## config.mk

```make
export PLATFORM = sky130hd
export DESIGN_NAME = activation
export DESIGN_NICKNAME = d
export VERILOG_FILES = /design/src/rtl/activation.sv
export SDC_FILE = /design/constraint.sdc
export NUM_CORES = 1
export LEC_CHECK = 0
export CORE_MARGIN = 2
export CORE_UTILIZATION = 46
export CTS_BUF_LIST = sky130_fd_sc_hd__clkbuf_8
export DETAILED_ROUTE_END_ITERATION = 16
export HOLD_SLACK_MARGIN = 0.05
export PLACE_DENSITY_LB_ADDON = 0.2
export RECOVER_POWER = 50
export SYNTH_ARGS = -nofsm -noshare
export SYNTH_HDL_FRONTEND = slang
export SYNTH_SLANG_ARGS = --single-unit
```

## constraint.sdc

```tcl
create_clock -name clock -period 5.04 [get_ports clock]
set_input_delay 1.008 -clock clock [delete_from_list [all_inputs] [get_ports clock]]
set_output_delay 1.008 -clock clock [all_outputs]
set_load 0.1 [all_outputs]
```

## src/rtl/activation.sv

```systemverilog
// Elementwise activation with step / saturating-rectifier forward path and a
// derivative history FIFO that gates back-propagated errors.
module activation #(
   parameter int ARG_WIDTH = 16,
   parameter int RES_WIDTH = 8,
   parameter int ERR_WIDTH = 16,
   parameter int DEPTH     = 4,
   parameter int MODE      = 0
) (
   input  logic                 clock,
   input  logic                 reset,
   input  logic                 train,
   input  logic                 argument_valid,
   input  logic [ARG_WIDTH-1:0] argument_data,
   output logic                 argument_ready,
   output logic                 result_valid,
   output logic [RES_WIDTH-1:0] result_data,
   input  logic                 result_ready,
   input  logic                 error_valid,
   input  logic [ERR_WIDTH-1:0] error_data,
   output logic                 error_ready,
   output logic                 propagate_valid,
   output logic [ERR_WIDTH-1:0] propagate_data,
   input  logic                 propagate_ready
);

   localparam int PW = (DEPTH > 1) ? $clog2(DEPTH) : 1;
   localparam int CW = $clog2(DEPTH + 1);
   localparam logic [CW-1:0] FULL = CW'(DEPTH);
   localparam logic [PW-1:0] LAST = PW'(DEPTH - 1);
   localparam logic signed [ARG_WIDTH-1:0] LIMIT =
      {{(ARG_WIDTH-RES_WIDTH){1'b0}}, {RES_WIDTH{1'b1}}};

   logic signed [ARG_WIDTH-1:0] arg;
   logic                        arg_neg;
   logic                        arg_pos;
   logic [RES_WIDTH-1:0]        act;
   logic                        deriv;

   logic [DEPTH-1:0] hist;
   logic [PW-1:0]    wr_ptr;
   logic [PW-1:0]    rd_ptr;
   logic [CW-1:0]    count;
   logic             full;
   logic             empty;
   logic             arg_fire;
   logic             err_fire;
   logic             push;
   logic             pop;

   function automatic logic [PW-1:0] bump(input logic [PW-1:0] p);
      return (p == LAST) ? '0 : p + PW'(1);
   endfunction

   assign arg     = argument_data;
   assign arg_neg = arg[ARG_WIDTH-1];
   assign arg_pos = !arg_neg && (|arg);

   always_comb begin
      act   = '0;
      deriv = 1'b1;
      if (MODE == 0) begin
         act   = arg_neg ? '0 : '1;
         deriv = 1'b1;
      end else begin
         deriv = arg_pos;
         if (!arg_pos)
            act = '0;
         else if (arg > LIMIT)
            act = '1;
         else
            act = arg[RES_WIDTH-1:0];
      end
   end

   assign full  = (count == FULL);
   assign empty = (count == '0);

   // Readies fall with reset itself so nothing is accepted while it is held.
   assign argument_ready = !reset
                         && (!result_valid || result_ready)
                         && !(train && full);
   assign error_ready    = !reset && !empty
                         && (!propagate_valid || propagate_ready);

   assign arg_fire = argument_valid && argument_ready;
   assign err_fire = error_valid && error_ready;
   assign push     = arg_fire && train;
   assign pop      = err_fire;

   always_ff @(posedge clock or posedge reset) begin
      if (reset) begin
         result_valid <= 1'b0;
         result_data  <= '0;
      end else if (arg_fire) begin
         result_valid <= 1'b1;
         result_data  <= act;
      end else if (result_ready) begin
         result_valid <= 1'b0;
      end
   end

   always_ff @(posedge clock or posedge reset) begin
      if (reset) begin
         propagate_valid <= 1'b0;
         propagate_data  <= '0;
      end else if (err_fire) begin
         propagate_valid <= 1'b1;
         propagate_data  <= hist[rd_ptr] ? error_data : '0;
      end else if (propagate_ready) begin
         propagate_valid <= 1'b0;
      end
   end

   always_ff @(posedge clock or posedge reset) begin
      if (reset) begin
         hist   <= '0;
         wr_ptr <= '0;
         rd_ptr <= '0;
         count  <= '0;
      end else begin
         if (push) begin
            hist[wr_ptr] <= deriv;
            wr_ptr       <= bump(wr_ptr);
         end
         if (pop)
            rd_ptr <= bump(rd_ptr);
         case ({push, pop})
            2'b10:   count <= count + CW'(1);
            2'b01:   count <= count - CW'(1);
            default: count <= count;
         endcase
      end
   end

endmodule
```

==> impl_metrics.env <==
export IMPL_outcome="complete, no violations"
export IMPL_nets=227
export IMPL_setup_violations_final=0
export IMPL_cts_hold_buf=0
export IMPL_netlist_top_cells_count="30 x dfrtp_1, 24 x inv_1, 18 x mux2i_1"
export IMPL_hold_violations=0
export IMPL_clock_latency_ps=270
export IMPL_row_count=20
export IMPL_ctsResizeCount=0
export IMPL_hp_start="hist[2]"
export IMPL_clkSinkCount=30
export IMPL_crit_path_end_kind="flip-flop"
export IMPL_drv_slew=0
export IMPL_ant_nets=0
export IMPL_crit_path_frequent_cell="xor2_1"
export IMPL_fp_coreArea_sq_mm=0.00308
export IMPL_slowest_stage="clkbuf_1"
export IMPL_h_tree_depth=2
export IMPL_hp_class="flip-flop to flip-flop"
export IMPL_post_route_period_util=0.780
export IMPL_routed_wl_microns=2880
export IMPL_crit_fanout=20
export IMPL_skew_ps=5.42
export IMPL_async_flop_share=1.00
export IMPL_clock_fmax_mhz=254
export IMPL_synth_edf_count=0
export IMPL_cts_root_buf="clkbuf_8"
export IMPL_initial_utilization=0.485
export IMPL_tns_ps=0
export IMPL_grt_max_degree=31
export IMPL_yosysSeqAreaShare=0.503
export IMPL_tritoncts_num_buffers=5
export IMPL_slew_headroom=0.0858
export IMPL_gr_usage_all_layers=0.177
export IMPL_critPathBufInv=3
export IMPL_ys_ff_latch=30
export IMPL_drive_above_1_share=0.110
export IMPL_drt_pass1_iter_count=4
export IMPL_dieArea_sq_mm=0.00371
export IMPL_die_h_microns=60.9
export IMPL_synth_top_area_share=0.503
export IMPL_area_growth_pct=37.8
export IMPL_dr_first_iter_drc_count=16
export IMPL_n_antenna_cell=0
export IMPL_rsz0062_at_grt="no"
export IMPL_io_buffers=51
export IMPL_clk_path_buf_depth=2
export IMPL_fin_crit_ps=3930
export IMPL_synth_avg_cell_area_sq_um=11.3
export IMPL_critPathLaunchType="primary input"
export IMPL_critPathKind="primary input to flip-flop"
export IMPL_path_cells="clkdlybuf4s50_1, nor4b_1, clkbuf_1, ha_1, inv_1, fa_1, xor2_1, nor2_1, xor2_1"
export IMPL_yosys_warnings=0
export IMPL_whs_ps=461
export IMPL_synth_largest_area_cell="dfrtp_1"
export IMPL_synth_area_sq_mm=0.00149
export IMPL_r2r_setup_slack_ps=1900
export IMPL_num_io_pins=67
export IMPL_postSynthCellCount=132
export IMPL_tightest_slew_ps=1370
export IMPL_yosysMostFrequentCell="dfrtp_1"
export IMPL_synthTopCellsByArea="dfrtp_1 50%, mux2i_1 12%, inv_1 6.0%"
export IMPL_dominantRegCellSynth="dfrtp_1"
export IMPL_cp_startpoint="reset"
export IMPL_cap_violations=0
export IMPL_reg2reg_from="count[0]"
export IMPL_post_drt_via_cell_ratio=4.56
export IMPL_post_cts_buffers=0
export IMPL_route_vias_total=1030
export IMPL_drc=0
export IMPL_synth_nets=178
export IMPL_max_stage_delay_ps=1050
export IMPL_grt_pass1_vias=1087
export IMPL_gr_total_overflow=0
export IMPL_yosysUniqueCellTypes=21
export IMPL_cts_tree="done"
export IMPL_place_congestion=0.728
export IMPL_die_x_microns=60.9
export IMPL_antenna_found_initial=0
export IMPL_grt_first_pass_wirelength_microns=4660
export IMPL_cp_data_arrival_time_ps=4120
export IMPL_worstPathRequired_ps=5230
export IMPL_crit_family="buffers and inverters"
export IMPL_clk_pin_slew_ps=60
export IMPL_dp_hpwl_microns=2260
export IMPL_wl_per_cell_microns=12.7
==> worst register-to-register path, cell delays in order (launching register included) <==
cell and delay, ps:
dfrtp_1 400, nor3_1 100, nor4b_1 340, clkbuf_1 1050
ha_1 350, inv_1 60, fa_1 370, xor2_1 150
nor2_1 110, xor2_1 150
==> kinds of logic (layout without fill, tap and decap cells) <==
| group | after synthesis | count (layout) | synth area share |
|---|---|---|---|
| multiplexers | 23 | 23 | 0.166 |
| AND/OR/NAND/NOR | 31 | 31 | 0.118 |
| adder cells (fa/ha/maj) | 7 | 7 | 0.0638 |
| XOR/XNOR | 3 | 3 | 0.0176 |
| flip-flops | 30 | 30 | 0.503 |
| buffers and inverters | 34 | 84 | 0.107 |
| AO/OA/AOI/OAI | 4 | 4 | 0.0235 |
==> through the flow <==
| stage | area, sq um | cells | util | setup WS (ps) |
|---|---|---|---|---|
| 2_1_floorplan | 1490 | 132 | - | 760 |
| 3_3_place_gp | 2000 | 218 | 0.649 | 1660 |
| 3_5_place_dp | 2000 | 218 | 0.649 | 1600 |
| 4_1_cts | 2090 | 226 | 0.679 | 1880 |
| 5_1_grt | 2060 | 226 | 0.668 | 863 |
| 6_report | 2060 | 226 | 0.668 | 1110 |
==> flip-flops by register name, indices dropped and copies added (netlist names) <==
name             flops
rd_ptr               2
result_data          1
result_valid         1
hist                 4
propagate_data      16
propagate_valid      1
wr_ptr               2
count                3
==> cells in the final DEF, fill, tap and decap left out, drive strengths merged <==
master | Yosys | final
nor2b | 2 | 2
clkdlybuf4s50 | 0 | 48
or2 | 2 | 2
nor4b | 2 | 2
dlygate4sd3 | 0 | 1
nand2 | 17 | 17
buf | 10 | 2
nor3 | 3 | 3
nor2 | 3 | 3
nor4 | 1 | 1
inv | 24 | 25
mux2i | 18 | 18
mux2 | 4 | 4
clkinv | 0 | 1
and4bb | 1 | 1
fa | 1 | 1
xor2 | 2 | 2
mux4 | 1 | 1
clkbuf | 0 | 7
xnor2 | 1 | 1
ha | 6 | 6
dfrtp | 30 | 30
a21o | 4 | 4
==> final timing paths <==
| kind | to | cells past startpoint |
|---|---|---|
| hold reg to reg | hist[2] | 1 |
| setup reg to reg | count[2] | 9 |
| setup / recovery | count[2] | 9 |
| min in group asynchronous | hist[0] | 2 |
| max in group asynchronous | propagate_data[12] | 2 |
| hold / removal | hist[2] | 1 |
==> routing by layer <==
metal | routed length [microns] | share of wire | global-route usage | vias up
met2 | 1610 | 0.56 | 0.333 | 22
met1 | 1130 | 0.39 | 0.184 | 497
met5 | 0 | 0 | 0 | -
met3 | 99 | 0.034 | 0.0469 | 5
li1 | - | - | - | 506
met4 | 36 | 0.013 | 0.0714 | 0
==> final cells by class <==
cell class	instances	area [sq um]
Clock buffer	6	82.6
Clock inverter	2	8.76
Fill cell	266	1020
Inverter	24	90.1
Multi-Input combinational cell	68	559
Sequential cell	30	751
Tap cell	44	55.1
Timing Repair Buffer	52	509
Power is left out: the tool's default activity adds up to more than one toggle a clock period on the data nets, which glitch-free logic cannot reach.
==> RTL edit 1 (same settings) <==
`ERR_WIDTH`: 16 -> 20.
--- a/src/rtl/activation.sv
+++ b/src/rtl/activation.sv
@@ -3,7 +3,7 @@
 module activation #(
    parameter int ARG_WIDTH = 16,
    parameter int RES_WIDTH = 8,
-   parameter int ERR_WIDTH = 16,
+   parameter int ERR_WIDTH = 20,
    parameter int DEPTH     = 4,
    parameter int MODE      = 0
 ) (
Interface: changed (resized error_data and propagate_data); port bits go from 67 to 75. No check against the original RTL was run, so the function may have changed too.
==> RTL edit 1 against the unedited design <==
  * The run now ends with max-capacitance violations, max-slew violations left
  * Design area up 12%
  * Non-clock buffer count grew 9
  * Wire length grew 11%
  * Setup slack worse by 0.28 ns
  * Sequential cell count increased by 4
  * Area after synthesis rose by 13%
  * Critical path type is now input pin to output pin
Power is not shown: default switching activity piles up to over one toggle a cycle in this logic, so the estimate is an artifact.
==> RTL edit 1: results <==
{
  "grt_usage_pct": 17.5,
  "violations": "max-capacitance violations, max-slew violations",
  "met2_usage_pct": 31.0,
  "synth_compound_area_share_pct": 1.79,
  "crit_arrival_ns": 3.20,
  "port-buffer-count": 59,
  "drtPass1Iterations": 4,
  "grt_first_pass_wirelength_mm": 5.49,
  "yosysSeqAreaShare_pct": 50.7,
  "drive_above_1_share_pct": 4.83,
  "synthTopCellsByCount": "dfrtp_1 (34), inv_1 (27), mux2i_1 (22)",
  "met1_usage_pct": 19.8,
  "cap_viol_max_count": 2,
  "fillers": 277,
  "yosys-top-cells-area": "dfrtp_1 (51%), mux2i_1 (13%), inv_1 (6.0%)",
  "worstPathMaxFanout": 3,
  "nets": 256,
  "cpPeakStageDelay_ns": 0.99,
  "grt_max_degree": 33,
  "drv_slew": 58,
  "met3_usage_pct": 7.04,
  "reg_top3": "propagate_data x20, hist x4, count x3",
  "ys_types": 23,
  "place_area_um2": 2260,
  "drt_iter0_markers": 50,
  "viasPerCell": 4.60,
  "skew_ns": 0.00616,
  "outcome": "complete, but fails checks",
  "slowest_stage": "clkdlybuf4s50_1",
  "gp_congestion": 0.732,
  "syn-num-nets": 199,
  "dp.final_hpwl_mm": 2.35
}
## RTL edit 1: worst paths after layout
path / start / to / slack (ns)
hold reg to reg: hist[3]$_DFFE_PP0P_ / hist[3]$_DFFE_PP0P_ / 0.46
setup reg to reg: count[0]$_DFFE_PP0P_ / count[2]$_DFFE_PP0P_ / 1.80
min in group asynchronous: reset / result_valid$_DFFE_PP0P_ / 1.15
hold / removal: hist[3]$_DFFE_PP0P_ / hist[3]$_DFFE_PP0P_ / 0.46
setup / recovery: train / argument_ready / 0.83
max in group asynchronous: reset / propagate_data[19]$_DFFE_PP0P_ / 2.06
## RTL edit 1: kinds of logic (layout without fill, tap and decap cells)
kind of cell / count (synthesis) / in the layout
flops: 34 / 34
fa+ha+maj: 7 / 7
simple gates: 35 / 35
compound gates: 4 / 4
buf+inv: 39 / 97
mux: 27 / 27
xor+xnor: 3 / 3
## RTL edit 1: layout make-up
cell class	count	area share, %
clock inverters	2	0.380
multi-input cells	76	26.2
inverters	28	4.56
well taps	46	2.50
clock buffers	6	3.59
repair buffers	61	25.9
flip-flops and latches	34	36.9
## RTL edit 1: metrics by stage
stage / hold WS (ns) / std cells / setup WS, ns / util (%)
floorplan: 0.423 / 149 / 0.765 / -
global placement: 0.439 / 245 / 0.970 / 66.0
detailed placement: 0.440 / 245 / 0.879 / 66.0
CTS: 0.455 / 253 / 0.877 / 68.7
global route: 0.477 / 253 / 0.707 / 67.4
finish: 0.456 / 253 / 0.828 / 67.4
## RTL edit 1: metal layers
layer | vias to the layer above | wire length (µm)
met5 | - | 0
met4 | 0 | 25
met3 | 4 | 179
met2 | 34 | 1700
met1 | 550 | 1300
li1 | 575 | -
==> RTL edit 2 (same flow settings) <==
Without the edit above. Register the output `error_ready`, with the module's reset; this adds one clock of latency there. The other outputs are not delayed to match.
--- a/src/rtl/activation.sv
+++ b/src/rtl/activation.sv
@@ -30,6 +30,8 @@
    localparam logic [PW-1:0] LAST = PW'(DEPTH - 1);
    localparam logic signed [ARG_WIDTH-1:0] LIMIT =
       {{(ARG_WIDTH-RES_WIDTH){1'b0}}, {RES_WIDTH{1'b1}}};
+
+   logic error_ready_d;
 
    logic signed [ARG_WIDTH-1:0] arg;
    logic                        arg_neg;
@@ -80,11 +82,11 @@
    assign argument_ready = !reset
                          && (!result_valid || result_ready)
                          && !(train && full);
-   assign error_ready    = !reset && !empty
+   assign error_ready_d  = !reset && !empty
                          && (!propagate_valid || propagate_ready);
 
    assign arg_fire = argument_valid && argument_ready;
-   assign err_fire = error_valid && error_ready;
+   assign err_fire = error_valid && error_ready_d;
    assign push     = arg_fire && train;
    assign pop      = err_fire;
 
@@ -133,4 +135,12 @@
       end
    end
 
+   always_ff @(posedge clock or posedge reset) begin
+      if (reset) begin
+         error_ready <= '0;
+      end else begin
+         error_ready <= error_ready_d;
+      end
+   end
+
 endmodule
Behaviour: not the same (a bounded check fails within 4 cycles, from zero or initial values and one cycle with reset high).
==> RTL edit 2 against the unedited design <==
  * Wire length up 1.4%
  * Sequential cell count up 1
  * Critical path depth unchanged
  * Sequential share of layout area up 0.25 points
  * Area after synthesis up 1.7%
  * Clock skew down 0.0020 ns
  * Design area up 2.6%
  * Synthesized cell count up 0.76%
  * Setup slack better by 0.40 ns
  * Non-clock buffer count unchanged
Power is left out: the tool's default activity adds up to more than one toggle a clock period on the data nets, which glitch-free logic cannot reach.
==> RTL edit 2: results <==
{
  "outcome": "finished, final reports clean",
  "seq_share_pct": 36.8,
  "fillers": 255,
  "grt_usage_pct": 17.0,
  "syn_area_um2": 1520,
  "synthMuxAreaShare_pct": 16.3,
  "synthTopCellsByCount": "dfrtp_1 (31), inv_1 (24), mux2i_1 (18)",
  "setup_viol": 0,
  "synth_compound_area_share_pct": 2.31,
  "grt_pass1_vias": 1016,
  "grt_max_degree": 32,
  "dp.final_hpwl_mm": 2.17,
  "port-buffer-count": 51,
  "hold_ws_ns": 0.455,
  "place_worst_setup_slack_ns": 1.83,
  "nets": 228,
  "yosysSeqAreaShare_pct": 51.2,
  "wl_met3_um": 166,
  "nNonClkInverters": 24,
  "clkLatencyLatePin_ns": 0.28,
  "place_inst": 219,
  "cts_resized": 0,
  "multi_input_area_um2": 559,
  "drt-met1-wl_mm": 1.20,
  "hold_start": "hist[2]$_DFFE_PP0P_",
  "critPathKind": "input pin to register",
  "clockBufferDepth": 2,
  "path_clk_slew_ns": 0.06,
  "place_area_um2": 2030,
  "multi_input_cells": 68,
  "grt_first_pass_wirelength_mm": 4.51,
  "diodes": 0,
  "routedWlPerCell_um": 12.9,
  "drtPass1Iterations": 4,
  "yosys-top-cells-area": "dfrtp_1 (51%), mux2i_1 (12%), inv_1 (5.9%)",
  "routed_wl_mm": 2.92,
  "gp_congestion": 0.708,
  "syn-num-nets": 179,
  "crit_arrival_ns": 3.69,
  "slew_headroom_pct": 15.1,
  "synth-xor-area-share_pct": 1.73,
  "buffer_area_share_pct": 24.3,
  "wl_met2_mm": 1.51,
  "regToRegSetupSlack_ns": 2.26,
  "min_path_cells": 1,
  "skew_ns": 0.00346,
  "met3_usage_pct": 5.88,
  "synth_seq_cells": 31,
  "worstPathMaxFanout": 7,
  "met2_usage_pct": 29.6,
  "drt_iter0_markers": 26,
  "stdcell_area_um2": 2110,
  "cts_setup_buffers": 0,
  "synthAdderAreaFrac_pct": 6.27,
  "met1_usage_pct": 18.8,
  "yosys_warnings": 0,
  "clk_share_pct": 5.58,
  "synth_cells": 133,
  "drive_above_1_share_pct": 10.9,
  "viasPerCell": 4.52
}
RTL edit 2: cell count changes after synthesis:
cell,before,now
dfrtp_1,30,31
RTL edit 2: how the worst max path moves through the flow:
| stage | startpoint | slack [ns] | to |
|---|---|---|---|
| global route | reset | 1.26 | count[2]$_DFFE_PP0P_ |
| finish | reset | 1.51 | count[2]$_DFFE_PP0P_ |
| detailed placement | train | 1.83 | count[2]$_DFFE_PP0P_ |
| floorplan | train | 0.76 | argument_ready |
| global placement | train | 1.89 | argument_ready |
| CTS | train | 1.88 | argument_ready |
RTL edit 2: critical path: stages:
cell           delay (ns)
dlygate4sd3_1        0.61
nor4_1               1.07
inv_1                0.11
ha_1                 0.26
inv_1                0.09
fa_1                 0.19
xor2_1               0.16
nor2_1               0.07
xor2_1               0.13
